File: config.mk
export PLATFORM = sky130hd
export DESIGN_NAME = noc_pe_ni
export DESIGN_NICKNAME = d
export VERILOG_FILES = /design/src/rtl/noc_pkg.sv /design/src/rtl/ni_fifo.sv /design/src/rtl/noc_pe_ni.sv
export SDC_FILE = /design/constraint.sdc
export NUM_CORES = 1
export LEC_CHECK = 0
export BUFFER_PORTS_ARGS = -buffer_cell sky130_fd_sc_hd__clkbuf_2
export CORE_MARGIN = 10
export CORE_UTILIZATION = 34
export CTS_CLUSTER_SIZE = 24
export DETAILED_ROUTE_END_ITERATION = 16
export GPL_TIMING_DRIVEN = 1
export SKIP_CTS_REPAIR_TIMING = 1
export SLEW_MARGIN = 25
export SYNTH_ARGS = -nofsm -noshare
export SYNTH_HDL_FRONTEND = slang
export SYNTH_SLANG_ARGS = --single-unit
File: constraint.sdc
create_clock -name clk -period 7.2 [get_ports clk]
set_input_delay 0.36 -clock clk [delete_from_list [all_inputs] [get_ports clk]]
set_output_delay 0.36 -clock clk [all_outputs]
set_load 0.02 [all_outputs]
File: src/rtl/noc_pkg.sv
// Flit layout constants and header helpers shared by the PE network interface.
// Flits are at most FLIT_MAX bits; helpers take the node's address geometry as arguments.
package noc_pkg;

    localparam int STATS_W  = 32;
    localparam int FLIT_MAX = 64;

    // Field offsets for the default 2x2-bit address geometry.
    localparam int X_LSB       = 0;
    localparam int Y_LSB       = 2;
    localparam int PAYLOAD_LSB = 4;

    typedef logic [FLIT_MAX-1:0] flit_bus_t;

    function automatic flit_bus_t field_mask(input int bits);
        return (flit_bus_t'(1) << bits) - flit_bus_t'(1);
    endfunction

    function automatic flit_bus_t build_flit(input flit_bus_t payload, input flit_bus_t dx,
                                             input flit_bus_t dy, input int xs, input int ys);
        return (payload << (xs + ys)) | ((dy & field_mask(ys)) << xs) | ((dx & field_mask(xs)) << X_LSB);
    endfunction

    function automatic flit_bus_t flit_dest_x(input flit_bus_t flit, input int xs);
        return (flit >> X_LSB) & field_mask(xs);
    endfunction

    function automatic flit_bus_t flit_dest_y(input flit_bus_t flit, input int xs, input int ys);
        return (flit >> xs) & field_mask(ys);
    endfunction

    function automatic flit_bus_t flit_payload(input flit_bus_t flit, input int xs, input int ys);
        return flit >> (xs + ys);
    endfunction

endpackage

File: src/rtl/ni_fifo.sv
// Synchronous FIFO with a valid/ready stream on both sides; ready and valid come
// straight from the registered occupancy count.
module ni_fifo #(
    parameter int WIDTH = 32,
    parameter int DEPTH = 8
) (
    input  logic             clk,
    input  logic             rst,
    input  logic [WIDTH-1:0] i_data,
    input  logic             i_valid,
    output logic             o_ready,
    output logic [WIDTH-1:0] o_data,
    output logic             o_valid,
    input  logic             i_ready
);

    localparam int AW = $clog2(DEPTH);
    localparam int CW = AW + 1;

    if (DEPTH < 2 || (DEPTH & (DEPTH - 1)) != 0) begin : g_bad_depth
        $error("ni_fifo: DEPTH must be a power of two and at least 2");
    end

    logic [WIDTH-1:0] mem_q [DEPTH];
    logic [WIDTH-1:0] mem_d [DEPTH];
    logic [AW-1:0]    wr_ptr_q, wr_ptr_d;
    logic [AW-1:0]    rd_ptr_q, rd_ptr_d;
    logic [CW-1:0]    count_q, count_d;
    logic             push, pop;

    assign o_ready = (count_q != CW'(DEPTH));
    assign o_valid = (count_q != '0);
    assign o_data  = mem_q[rd_ptr_q];
    assign push    = i_valid && o_ready;
    assign pop     = o_valid && i_ready;

    always_comb begin
        mem_d = mem_q;
        if (push) begin
            mem_d[wr_ptr_q] = i_data;
        end
        wr_ptr_d = wr_ptr_q + AW'(push);
        rd_ptr_d = rd_ptr_q + AW'(pop);
        count_d  = count_q + CW'(push) - CW'(pop);
    end

    always_ff @(posedge clk) begin
        if (rst) begin
            wr_ptr_q <= '0;
            rd_ptr_q <= '0;
            count_q  <= '0;
        end else begin
            wr_ptr_q <= wr_ptr_d;
            rd_ptr_q <= rd_ptr_d;
            count_q  <= count_d;
        end
    end

    // Storage needs no reset: the count alone decides what is visible.
    always_ff @(posedge clk) begin
        mem_q <= mem_d;
    end

endmodule

File: src/rtl/noc_pe_ni.sv
// Network interface between a PE host stream and its mesh switch local port.
// Define NI_STATS_EN to add the 32-bit traffic counters.
module noc_pe_ni
    import noc_pkg::*;
#(
    parameter int X           = 0,
    parameter int Y           = 0,
    parameter int x_size      = 2,
    parameter int y_size      = 2,
    parameter int data_width  = 32,
    parameter int total_width = 36,
    parameter int FIFO_DEPTH  = 8
) (
    input  logic                   clk,
    input  logic                   rst,
    input  logic [total_width-1:0] i_data,
    input  logic                   i_valid,
    output logic                   o_ready,
    output logic [total_width-1:0] o_data,
    output logic                   o_valid,
    input  logic                   i_ready,
    input  logic                   i_valid_pci,
    input  logic [data_width-1:0]  i_data_pci,
    input  logic [x_size-1:0]      i_dest_x_pci,
    input  logic [y_size-1:0]      i_dest_y_pci,
    output logic                   o_ready_pci,
    output logic [data_width-1:0]  o_data_pci,
    output logic                   o_valid_pci,
    input  logic                   i_ready_pci
`ifdef NI_STATS_EN
    ,
    output logic [STATS_W-1:0]     o_inj_cnt,
    output logic [STATS_W-1:0]     o_ej_cnt,
    output logic [STATS_W-1:0]     o_lb_cnt,
    output logic [STATS_W-1:0]     o_misroute_cnt
`endif
);

    if (total_width != data_width + x_size + y_size || total_width > FLIT_MAX) begin : g_bad_width
        $error("noc_pe_ni: total_width must equal data_width+x_size+y_size and fit FLIT_MAX");
    end

    function automatic logic is_local(input logic [total_width-1:0] flit);
        return flit_dest_x(flit_bus_t'(flit), x_size) == flit_bus_t'(X) &&
               flit_dest_y(flit_bus_t'(flit), x_size, y_size) == flit_bus_t'(Y);
    endfunction

    logic [total_width-1:0] host_flit, inj_head;
    logic [data_width-1:0]  ej_in;
    logic inj_valid, inj_rdy, ej_ready, ej_push;
    logic head_local, sw_local, sw_xfer, lb_grant;
    logic rr_q, rr_d;

    assign host_flit = total_width'(build_flit(flit_bus_t'(i_data_pci), flit_bus_t'(i_dest_x_pci),
                                               flit_bus_t'(i_dest_y_pci), x_size, y_size));

    ni_fifo #(.WIDTH(total_width), .DEPTH(FIFO_DEPTH)) u_inj_fifo (
        .clk     (clk),
        .rst     (rst),
        .i_data  (host_flit),
        .i_valid (i_valid_pci),
        .o_ready (o_ready_pci),
        .o_data  (inj_head),
        .o_valid (inj_valid),
        .i_ready (inj_rdy)
    );

    // Self-addressed heads never reach the switch; they compete for the ejection FIFO instead.
    assign head_local = inj_valid && is_local(inj_head);
    assign sw_local   = is_local(i_data);
    assign lb_grant   = head_local && ej_ready && (rr_q || !i_valid);
    assign o_ready    = ej_ready && !(head_local && rr_q);
    assign sw_xfer    = i_valid && o_ready;
    assign o_valid    = inj_valid && !head_local;
    assign o_data     = inj_head;
    assign inj_rdy    = (i_ready && !head_local) || lb_grant;
    assign ej_push    = lb_grant || (sw_xfer && sw_local);
    assign ej_in      = lb_grant ? data_width'(flit_payload(flit_bus_t'(inj_head), x_size, y_size))
                                 : data_width'(flit_payload(flit_bus_t'(i_data), x_size, y_size));

    always_comb begin
        rr_d = rr_q;
        if (sw_xfer) begin
            rr_d = 1'b1;
        end else if (lb_grant) begin
            rr_d = 1'b0;
        end
    end

    always_ff @(posedge clk) begin
        if (rst) begin
            rr_q <= 1'b0;
        end else begin
            rr_q <= rr_d;
        end
    end

    ni_fifo #(.WIDTH(data_width), .DEPTH(FIFO_DEPTH)) u_ej_fifo (
        .clk     (clk),
        .rst     (rst),
        .i_data  (ej_in),
        .i_valid (ej_push),
        .o_ready (ej_ready),
        .o_data  (o_data_pci),
        .o_valid (o_valid_pci),
        .i_ready (i_ready_pci)
    );

`ifdef NI_STATS_EN
    logic [STATS_W-1:0] inj_cnt_q, inj_cnt_d, ej_cnt_q, ej_cnt_d;
    logic [STATS_W-1:0] lb_cnt_q, lb_cnt_d, misroute_cnt_q, misroute_cnt_d;

    always_comb begin
        inj_cnt_d      = inj_cnt_q + STATS_W'(i_valid_pci && o_ready_pci);
        ej_cnt_d       = ej_cnt_q + STATS_W'(o_valid_pci && i_ready_pci);
        lb_cnt_d       = lb_cnt_q + STATS_W'(lb_grant);
        misroute_cnt_d = misroute_cnt_q + STATS_W'(sw_xfer && !sw_local);
    end

    always_ff @(posedge clk) begin
        if (rst) begin
            inj_cnt_q      <= '0;
            ej_cnt_q       <= '0;
            lb_cnt_q       <= '0;
            misroute_cnt_q <= '0;
        end else begin
            inj_cnt_q      <= inj_cnt_d;
            ej_cnt_q       <= ej_cnt_d;
            lb_cnt_q       <= lb_cnt_d;
            misroute_cnt_q <= misroute_cnt_d;
        end
    end

    assign o_inj_cnt      = inj_cnt_q;
    assign o_ej_cnt       = ej_cnt_q;
    assign o_lb_cnt       = lb_cnt_q;
    assign o_misroute_cnt = misroute_cnt_q;
`endif

endmodule

==> results of run 1 <==
-- worst max-delay path, cell delays in order (launching register included) --
cell and delay [ps]:
sky130_fd_sc_hd__dfxtp_4 850, sky130_fd_sc_hd__mux4_2 580, sky130_fd_sc_hd__mux2_2 310, sky130_fd_sc_hd__nor4_4 540, sky130_fd_sc_hd__and2_2 250, sky130_fd_sc_hd__o21bai_1 150, sky130_fd_sc_hd__ha_1 270, sky130_fd_sc_hd__inv_1 60
sky130_fd_sc_hd__ha_1 190, sky130_fd_sc_hd__fa_1 430, sky130_fd_sc_hd__nor2b_1 140
-- power groups by stage --
stage               logic, W  registers, W  clock network, W
floorplan            0.00155       0.00390                 0
global placement     0.00213       0.00402                 0
detailed placement   0.00214       0.00402                 0
CTS                  0.00215       0.00395           0.00277
global route         0.00226       0.00397           0.00291
finish               0.00209       0.00394           0.00270
-- cell type report --
type	instances	area, um2
Fill cell	5691	38700
Sequential cell	565	16800
Inverter	14	52.6
Clock buffer	66	1420
Tap cell	855	1070
Clock inverter	33	274
Antenna cell	3	7.51
Multi-Input combinational cell	334	5070
Timing Repair Buffer	172	918
-- worst max path at each step --
| stage | end | slack, ps | cells after the start |
|---|---|---|---|
| detailed placement | u_ej_fifo.mem_q[138] | 3130 | 6 |
| CTS | u_ej_fifo.mem_q[136] | 3120 | 6 |
| global placement | u_ej_fifo.mem_q[137] | 3220 | 6 |
| finish | u_inj_fifo.count_q[1] | 3300 | 10 |
| floorplan | u_ej_fifo.mem_q[100] | 1320 | 6 |
| global route | u_inj_fifo.count_q[1] | 3040 | 10 |
-- sequential cells by signal (all words and copies together) (netlist names) --
name	flops
u_ej_fifo.wr_ptr_q	3
u_inj_fifo.count_q	4
rr_q	1
u_ej_fifo.mem_q	256
u_inj_fifo.mem_q	288
u_ej_fifo.rd_ptr_q	3
u_ej_fifo.count_q	4
u_inj_fifo.wr_ptr_q	3
u_inj_fifo.rd_ptr_q	3
-- cell usage in the layout (no fill, tap or decap), types with 3 or more instances in the layout --
cell	Yosys	routed
sky130_fd_sc_hd__edfxtp_1	544	544
sky130_fd_sc_hd__clkbuf_2	0	149
sky130_fd_sc_hd__mux4_2	136	136
sky130_fd_sc_hd__mux2_2	75	75
sky130_fd_sc_hd__clkbuf_16	0	55
sky130_fd_sc_hd__mux2_1	25	25
sky130_fd_sc_hd__buf_4	2	23
sky130_fd_sc_hd__ha_1	20	20
sky130_fd_sc_hd__dfxtp_1	21	16
sky130_fd_sc_hd__inv_1	14	14
sky130_fd_sc_hd__clkinv_1	0	13
sky130_fd_sc_hd__nor2_1	18	12
sky130_fd_sc_hd__nor2b_1	11	11
sky130_fd_sc_hd__clkbuf_1	25	11
sky130_fd_sc_hd__nand2_1	8	8
sky130_fd_sc_hd__xnor2_1	7	7
sky130_fd_sc_hd__clkinv_2	0	7
sky130_fd_sc_hd__nor2_4	0	6
sky130_fd_sc_hd__nand2b_1	4	4
sky130_fd_sc_hd__a21oi_1	5	4
sky130_fd_sc_hd__bufinv_16	0	4
sky130_fd_sc_hd__clkinvlp_4	0	4
sky130_fd_sc_hd__diode_2	0	3
sky130_fd_sc_hd__nor3_2	0	3
sky130_fd_sc_hd__nor4b_2	0	3
sky130_fd_sc_hd__inv_6	0	3
sky130_fd_sc_hd__dfxtp_2	0	3
-- routing by layer --
layer / GRT usage [%] / up-vias
met5: 0 / -
met4: 2.95 / 12
met3: 2.56 / 66
met2: 20.9 / 172
met1: 16.8 / 5197
li1: - / 4367
-- stage by stage --
step	hold slack, ps	worst slack [ps]	cells
finish	62.5	3300	2042
global route	40.3	3040	2039
CTS	29.5	3120	2039
detailed placement	605	3130	1940
global placement	567	3220	1940
floorplan	432	1320	957
-- logic make-up after synthesis --
| kind of cell | count (synthesis) | share of synthesized area, % |
|---|---|---|
| AO/OA/AOI/OAI | 10 | 0.302 |
| XOR/XNOR | 8 | 0.319 |
| adder cells (fa/ha/maj) | 22 | 1.32 |
| buffers and inverters | 58 | 1.16 |
| flip-flops | 565 | 76.3 |
| multiplexers | 236 | 19.1 |
| AND/OR/NAND/NOR | 58 | 1.48 |
==> reports/qor.txt, run 1 <==
category of the worst setup path launch point: register
Power, Total: 0.00873 W
final weighted congestion in routability-driven placement: 0.724
placed cell area: 0.0239 mm2
final setup vio count: 0
Logic pwr share: 23.9%
length of routed wiring on met1: 21200 um
total number of vias: 9814
slew at the pin closest to its max-slew limit: 941 ps
Die Outline Area: 0.0751 mm2
Max Root-Sink Buffers: 3
destination of the worst register-to-register timing path: u_inj_fifo.count_q[1]
status: completed
Routed Wire Length: 47800 um
data required time of the critical path: 7640 ps
die height: 274 um
via count of the first global-routing pass: 10400
Achievable Freq: 256 MHz
Post-Synthesis Net Count: 1057
Post-Route Utilization: 39.8%
Hold Crit Start: i_dest_x_pci[0]
class of the most critical setup path: reg2reg
length of routed met3 wiring: 2120 um
detailed route wirelength on metal2: 23700 um
Die Width: 274 um
Post-Syn Instances: 957
root buffer cell: sky130_fd_sc_hd__clkbuf_16
Setup TNS Final: 0 ps
Warnings, synthesis: 0
top_reg_cell synth: sky130_fd_sc_hd__edfxtp_1
crit path launch: u_inj_fifo.rd_ptr_q[0]
clock latency reported for the late side of the worst-skew pair: 570 ps
average via count per standard cell: 4.81
end point of the worst hold path: u_inj_fifo.mem_q[216]
total of max-cap violations: 0
average size of a mapped cell: 22.9 um2
GR Util All Layers: 12.6%
RSZ-0062 raised after global routing: no
area added between synthesis and finish: 16.5%
number of top-level design ports: 150
minimum setup slack among reg-to-reg paths: 3300 ps
path class of the lowest-slack min-delay path: in2reg
largest cells by area after synthesis: sky130_fd_sc_hd__edfxtp_1 (74%), sky130_fd_sc_hd__mux4_2 (14%), sky130_fd_sc_hd__mux2_2 (3.8%)
reg2reg path depth: 10
initial detailed-routing violation count: 606
Cell Int Power: 0.00628 W
power density over the cells: 342 mW/mm2
post-synthesis register bit count: 565
Cell variety after synth: 32
peak supply drop: 0.165 mV
time the final worst path needs with I/O delays and setup: 3900 ps
Clock Skews: 15.8 ps
CTS tree: built
Final nets: 1240
total non-filler cell area in the finished layout: 0.0256 mm2
startpoint of the worst register-to-register path: u_inj_fifo.rd_ptr_q[0]
period utilization: 54.2%
Worst-path clk slew: 70 ps
post-synthesis instance area: 0.0220 mm2
number of flops mapped to enable cells by yosys: 544
number of buffer cells added on primary ports: 149
DRT antenna net count: 0
starting utilization of the core area: 34.2%
number of pins with negative max-slew slack in the final report: 0
worst endpoint data arrival time: 4350 ps
ys async rst share: 0%
global-route wire length before repair: 70500 um
clock buffer count from CTS: 53
clock power share: 30.9%
share of the yosys chip area belonging to registers: 76.3%
number of stages on the worst hold path: 1
largest area contributor in the synthesized netlist: sky130_fd_sc_hd__edfxtp_1
Final Hold Fails: 0
Slew Limit Headroom: 37.3%
H-tree levels: 2
core area: 0.0642 mm2
largest net degree at the start of global routing: 66
share of post-route cells with drive strength above 1: 40.7%
leakage power: 8.13 nW
library cell with the highest instance count after synthesis: sky130_fd_sc_hd__edfxtp_1
top sig layer: met5
maximum fanout along the worst path: 38
switching component of the power: 0.00245 W
DRC violations left: 0
top cells by instance count after synthesis: sky130_fd_sc_hd__edfxtp_1 (544), sky130_fd_sc_hd__mux4_2 (136), sky130_fd_sc_hd__mux2_2 (75)
initial antenna violation count: 10
DR pass1 iterations: 4
sum of overflow across all layers after global routing: 0
share of total power in sequential cells: 45.2%
area share of the largest cell type after synthesis: 74.4%
WL/cell: 23.4 um
total clock sinks: 565
post-detailed-placement half-perimeter wirelength: 28700 um
row count: 93
critical path capture point type: register
proportion of total power due to net switching: 28.0%
Note: power is estimated with default switching activity, not from simulation.
==> run 2: changes to the inputs <==
ABC_AREA = 1   (was default)
clock period = 3.9 ns   (was 7.2 ns; I/O delays follow)
==> run 2 against run 1 <==
  * Sequential cell count stayed put
  * Worst hold slack worse by 56 ps
  * First-iteration DRC count is 65% higher
  * Wire length is 18% higher
  * Clock-buffer cell count is 5 lower
  * Synthesized cell count is 93% higher
  * Non-clock buffer count is 49 higher
  * Largest cell class unchanged
  * Total power is 100% higher
  * Critical path type is now reg2out
==> reports/qor.txt, run 2 <==
status: completed
Die Outline Area: 0.0780 mm2 (+3.8%)
starting utilization of the core area: 34.2% (about the same)
ys async rst share: 0% (unchanged)
root buffer cell: sky130_fd_sc_hd__clkbuf_16
top flop regs: u_inj_fifo.mem_q (288), u_ej_fifo.mem_q (256)
slew at the pin closest to its max-slew limit: 834 ps (-108 ps)
time the final worst path needs with I/O delays and setup: 3660 ps
DRC violations left: 0 (unchanged)
switching component of the power: 0.00606 W (+150%)
Cell variety after synth: 32 (unchanged)
total number of vias: 14400 (+47%)
Max Root-Sink Buffers: 3 (unchanged)
number of pins with negative max-slew slack in the final report: 0 (unchanged)
share of post-route cells with drive strength above 1: 16.2% (-25 points)
Setup TNS Final: 0 ps (unchanged)
Logic pwr share: 29.5% (+5.6 points)
Post-Syn Instances: 1844 (+93%)
Die Width: 279 um (+1.9%)
Worst-path clk slew: 60 ps (about the same)
clock latency reported for the late side of the worst-skew pair: 580 ps (about the same)
total clock sinks: 565 (unchanged)
library cell with the highest instance count after synthesis: sky130_fd_sc_hd__edfxtp_1
area share of the largest cell type after synthesis: 71.4% (-3.0 points)
minimum setup slack among reg-to-reg paths: 680 ps (-2620 ps)
RSZ-0062 raised after global routing: no
largest area contributor in the synthesized netlist: sky130_fd_sc_hd__edfxtp_1
category of the worst setup path launch point: register
number of flops mapped to enable cells by yosys: 544 (unchanged)
proportion of total power due to net switching: 34.3% (+6.2 points)
top library cells by usage in the layout, fill and taps aside: sky130_fd_sc_hd__edfxtp_1 (544), sky130_fd_sc_hd__nor2_1 (494), sky130_fd_sc_hd__o21ai_0 (254)
Final nets: 2110 (+70%)
average size of a mapped cell: 12.4 um2 (-46%)
initial detailed-routing violation count: 999 (+65%)
largest net degree at the start of global routing: 129 (+95%)
number of stages on the worst hold path: 3 (+2)
share of total power in sequential cells: 40.9% (-4.3 points)
path class of the lowest-slack min-delay path: in2reg
WL/cell: 19.3 um (-18%)
final setup vio count: 0 (unchanged)
initial antenna violation count: 11 (+1)
clock power share: 29.6% (-1.3 points)
critical path capture point type: output port
Final Hold Fails: 0 (unchanged)
final weighted congestion in routability-driven placement: 0.758 (+4.7%)
row count: 95 (+2.2%)
H-tree levels: 2 (unchanged)
CTS tree: built
GR Util All Layers: 14.1% (+1.5 points)
core area: 0.0669 mm2 (+4.2%)
Post-Synthesis Net Count: 1944 (+84%)
post-synthesis register bit count: 565 (unchanged)
most common library cell in the layout ignoring fill and taps: sky130_fd_sc_hd__edfxtp_1
reg2reg path depth: 9 (-1)
top register by number of flip-flops: u_inj_fifo.mem_q
leakage power: 9.33 nW (+15%)
sum of overflow across all layers after global routing: 0 (unchanged)
period utilization: 93.8%
DRT antenna net count: 0 (unchanged)
area added between synthesis and finish: 17.2%
Achievable Freq: 273 MHz
die height: 279 um (+1.9%)
post-detailed-placement half-perimeter wirelength: 33800 um (+18%)
class of the most critical setup path: reg2out
clock buffer count from CTS: 54 (+1.9%)
top cells by instance count after synthesis: sky130_fd_sc_hd__edfxtp_1 (544), sky130_fd_sc_hd__nor2_1 (502), sky130_fd_sc_hd__o21ai_0 (254)
power density over the cells: 660 mW/mm2 (+93%)
via count of the first global-routing pass: 13900 (+34%)
Slew Limit Headroom: 44.4% (+7.2 points)
top_reg_cell synth: sky130_fd_sc_hd__edfxtp_1
post-synthesis instance area: 0.0229 mm2 (+4.2%)
DR pass1 iterations: 6 (+2)
Post-Route Utilization: 40.0% (+0.22 points)
number of flip-flops in the largest register: 288 (unchanged)
number of buffer cells added on primary ports: 149 (unchanged)
largest cells by area after synthesis: sky130_fd_sc_hd__edfxtp_1 (71%), sky130_fd_sc_hd__nor2_1 (8.2%), sky130_fd_sc_hd__o21ai_0 (5.6%)
data required time of the critical path: 3700 ps (-3940 ps)
worst endpoint data arrival time: 3460 ps (-890 ps)
global-route wire length before repair: 85100 um (+21%)
peak supply drop: 0.560 mV (+240%)
average via count per standard cell: 4.93 (+2.5%)
share of the yosys chip area belonging to registers: 73.3% (-3.0 points)
total of max-cap violations: 0 (unchanged)
number of top-level design ports: 150 (unchanged)
Routed Wire Length: 56400 um (+18%)
Warnings, synthesis: 0 (unchanged)
maximum fanout along the worst path: 74 (+95%)
Clock Skews: 14.9 ps (-0.879 ps)
Cell Int Power: 0.0116 W (+85%)
[run 2: cell families after synthesis]
kind of cell / Yosys count / share of synthesized area, %
AOI/OAI and AO/OA: 429 / 10.8
xor gates and xnor gates: 6 / 0.230
adders and majority gates: 22 / 1.27
buffers and inverters: 209 / 3.94
DFF: 565 / 73.3
and+or+nand+nor: 613 / 10.5
[run 2: path summary, 6_finish.rpt]
check	endpoint	start
max	o_data[19]	u_inj_fifo.rd_ptr_q[0]
min	u_ej_fifo.mem_q[11]	i_data[15]
max reg2reg	u_ej_fifo.mem_q[143]	u_inj_fifo.rd_ptr_q[0]
min reg2reg	rr_q	rr_q
[run 2: routing by layer]
metal / global-route usage, % / vias up / wire, um
met5: 0 / - / 76
met4: 3.09 / 12 / 861
met3: 3.19 / 76 / 3630
met2: 23.6 / 388 / 27000
met1: 18.4 / 7056 / 24800
li1: - / 6896 / -
[run 2: power groups by stage]
stage	logic, W	registers (W)	clock network (W)
detailed placement	0.00527	0.00736	0
global placement	0.00517	0.00735	0
global route	0.00584	0.00726	0.00557
floorplan	0.00354	0.00726	0
finish	0.00523	0.00723	0.00523
CTS	0.00529	0.00723	0.00533
[run 2: final cells by class]
| class | count | area, um2 |
|---|---|---|
| diodes | 5 | 12.5 |
| clock buffers | 61 | 1400 |
| clock inverters | 35 | 370 |
| fillers | 6173 | 40100 |
| inverters | 98 | 372 |
| multi-input cells | 1070 | 5340 |
| flip-flops and latches | 565 | 16800 |
| well taps | 873 | 1090 |
| repair buffers | 221 | 1450 |
[run 2: per-stage QoR]
| step | cell area [um2] | hold slack (ps) | std cells | power, W | setup WS [ps] |
|---|---|---|---|---|---|
| after floorplan | 22900 | 271 | 1844 | 0.0108 | 893 |
| after global routing | 26800 | 5.91 | 2927 | 0.0187 | 15.2 |
| final | 26800 | 6.32 | 2928 | 0.0177 | 243 |
| after CTS | 26400 | -136 | 2886 | 0.0179 | 51.1 |
| after detailed placement | 24600 | 472 | 2790 | 0.0126 | 565 |
| after global placement | 24600 | 468 | 2790 | 0.0125 | 639 |
[run 2: worst max-delay path, stage by stage, from the launching register on]
cell                       delay [ps]
sky130_fd_sc_hd__dfxtp_4          420
sky130_fd_sc_hd__inv_4            160
sky130_fd_sc_hd__buf_4            480
sky130_fd_sc_hd__buf_6            470
sky130_fd_sc_hd__o21ai_0          160
sky130_fd_sc_hd__o22ai_1          160
sky130_fd_sc_hd__nor2_1            60
sky130_fd_sc_hd__a31oi_1          600
sky130_fd_sc_hd__clkbuf_2         310
==> run 3: changes to the inputs <==
SETUP_SLACK_MARGIN = 0.3   (was default)
TNS_END_PERCENT = 30   (was default)
==> run 3 against run 2 <==
  * Total power is 0.17% higher
  * Wire length is 0.14% higher
  * Core utilization about the same
  * Sequential share of layout area decreased by 0.076 points
  * Sequential cell count did not move
  * Combinational power barely moved
  * Highest routed layer unchanged
  * Critical path depth shrank 1
  * Via count shrank 0.17%
  * Critical path type unchanged
  * Worst hold slack improved by 1.4 ps
  * Register-to-register slack better by 250 ps
  * Die area unchanged
==> reports/qor.txt, run 3 (same netlist as run 2, synthesis figures left out) <==
status: completed
min setup slack post-route: 582 ps (+339 ps)
category of the worst setup path launch point: register
Max Root-Sink Buffers: 3 (unchanged)
GR Util All Layers: 14.1% (unchanged)
starting utilization of the core area: 34.2% (unchanged)
clock latency reported for the late side of the worst-skew pair: 590 ps (about the same)
Setup WS pre-CTS: 565 ps (unchanged)
leakage power: 9.34 nW (about the same)
row count: 95 (unchanged)
number of top-level design ports: 150 (unchanged)
number of pins with negative max-slew slack in the final report: 0 (unchanged)
Final Hold Fails: 0 (unchanged)
top library cells by usage in the layout, fill and taps aside: sky130_fd_sc_hd__edfxtp_1 (544), sky130_fd_sc_hd__nor2_1 (494), sky130_fd_sc_hd__o21ai_0 (254)
path class of the lowest-slack min-delay path: in2reg
post-detailed-placement half-perimeter wirelength: 33800 um (unchanged)
average via count per standard cell: 4.92 (-0.17%)
Die Width: 279 um (unchanged)
CTS tree: built
proportion of total power due to net switching: 34.3% (about the same)
share of post-route cells with drive strength above 1: 16.4% (+0.20 points)
sum of overflow across all layers after global routing: 0 (unchanged)
most common library cell in the layout ignoring fill and taps: sky130_fd_sc_hd__edfxtp_1
largest net degree at the start of global routing: 129 (unchanged)
total of fill cells in the finished design: 6172 (-0.016%)
period utilization: 85.1% (-8.7 points)
share of total power in sequential cells: 40.8% (about the same)
peak supply drop: 0.560 mV (about the same)
Setup TNS Final: 0 ps (unchanged)
core area: 0.0669 mm2 (unchanged)
data required time of the critical path: 3700 ps (about the same)
total number of vias: 14400 (-0.17%)
initial antenna violation count: 11 (unchanged)
Final nets: 2110 (unchanged)
root buffer cell: sky130_fd_sc_hd__clkbuf_16
switching component of the power: 0.00607 W (+0.20%)
Clock Skews: 15.5 ps (+0.626 ps)
Achievable Freq: 301 MHz (+10%)
Die Outline Area: 0.0780 mm2 (unchanged)
top flop regs: u_inj_fifo.mem_q (288), u_ej_fifo.mem_q (256)
slew at the pin closest to its max-slew limit: 849 ps (+15.1 ps)
Cell Int Power: 0.0117 W (+0.16%)
Worst-path clk slew: 60 ps (about the same)
maximum fanout along the worst path: 64 (-14%)
worst endpoint data arrival time: 3120 ps (-340 ps)
total of max-cap violations: 0 (unchanged)
final setup vio count: 0 (unchanged)
Routed Wire Length: 56500 um (+0.14%)
final weighted congestion in routability-driven placement: 0.758 (unchanged)
DRC violations left: 0 (unchanged)
Logic pwr share: 29.7% (+0.2 points)
total clock sinks: 565 (unchanged)
DRT antenna net count: 0 (unchanged)
top register by number of flip-flops: u_inj_fifo.mem_q
clock power share: 29.5% (about the same)
power density over the cells: 661 mW/mm2 (about the same)
global-route wire length before repair: 85100 um (unchanged)
critical path capture point type: output port
class of the most critical setup path: reg2out
clock buffer count from CTS: 54 (unchanged)
initial detailed-routing violation count: 1011 (+1.2%)
time the final worst path needs with I/O delays and setup: 3320 ps (-339 ps)
Slew Limit Headroom: 43.4% (-1.0 points)
WL/cell: 19.3 um (+0.14%)
area added between synthesis and finish: 17.3%
H-tree levels: 2 (unchanged)
number of buffer cells added on primary ports: 149 (unchanged)
via count of the first global-routing pass: 13900 (unchanged)
die height: 279 um (unchanged)
RSZ-0062 raised after global routing: no
number of flip-flops in the largest register: 288 (unchanged)
DR pass1 iterations: 5 (-1)
[run 3: changes by cell type in the layout (fill, tap and decap cells not counted)]
cell                      before  now
sky130_fd_sc_hd__buf_8         0    1
sky130_fd_sc_hd__a31oi_1      65   61
sky130_fd_sc_hd__a31oi_2       0    4
sky130_fd_sc_hd__buf_4        29   28
[run 3: final timing paths]
path | startpoint | cells after the start | slack [ps] | end
worst max-delay path | u_inj_fifo.rd_ptr_q[1] | 7 | 580 | o_data[25]
worst min-delay path | i_data[15] | 3 | 8 | u_ej_fifo.mem_q[11]
worst max register to register | u_inj_fifo.rd_ptr_q[0] | 18 | 930 | u_ej_fifo.count_q[3]
worst min register to register | rr_q | 2 | 490 | rr_q
[run 3: area by class of cell]
class	count	area (um2)	share of cell area, %
diodes	5	12.5	0.0466
clock buffers	61	1400	5.21
clock inverters	35	370	1.38
inverters	98	372	1.39
multi-input cells	1070	5360	20.0
flip-flops and latches	565	16800	62.5
well taps	873	1090	4.07
repair buffers	221	1450	5.42
[run 3: power groups by stage]
stage / registers (W) / clock network (W) / logic, W
after floorplan: 0.00726 / 0 / 0.00354
after global placement: 0.00735 / 0 / 0.00517
after detailed placement: 0.00736 / 0 / 0.00527
after CTS: 0.00723 / 0.00533 / 0.00529
after global routing: 0.00726 / 0.00557 / 0.00587
final: 0.00723 / 0.00523 / 0.00526
[run 3: routing by layer]
layer  global-route usage, %  share of wire, %
met5                       0              0.13
met4                    3.09               1.4
met3                    3.19               6.0
met2                    23.6                48
met1                    18.4                44
[run 3: per-stage QoR]
step / util, % / power (W) / instances / instance area [um2] / hold slack, ps
detailed placement: 36.8 / 0.0126 / 2790 / 24600 / 472
CTS: 39.5 / 0.0179 / 2886 / 26400 / -136
global route: 40.1 / 0.0187 / 2927 / 26800 / 5.91
global placement: 36.8 / 0.0125 / 2790 / 24600 / 468
floorplan: - / 0.0108 / 1844 / 22900 / 271
finish: 40.1 / 0.0177 / 2928 / 26800 / 7.75
[run 3: worst max-delay path, stage by stage, from the launching register on]
cell and delay (ps):
sky130_fd_sc_hd__dfxtp_2 380, sky130_fd_sc_hd__inv_2 170, sky130_fd_sc_hd__buf_4 610, sky130_fd_sc_hd__o21ai_0 210, sky130_fd_sc_hd__o22ai_1 160, sky130_fd_sc_hd__nor2_1 60
sky130_fd_sc_hd__a31oi_1 590, sky130_fd_sc_hd__clkbuf_2 300
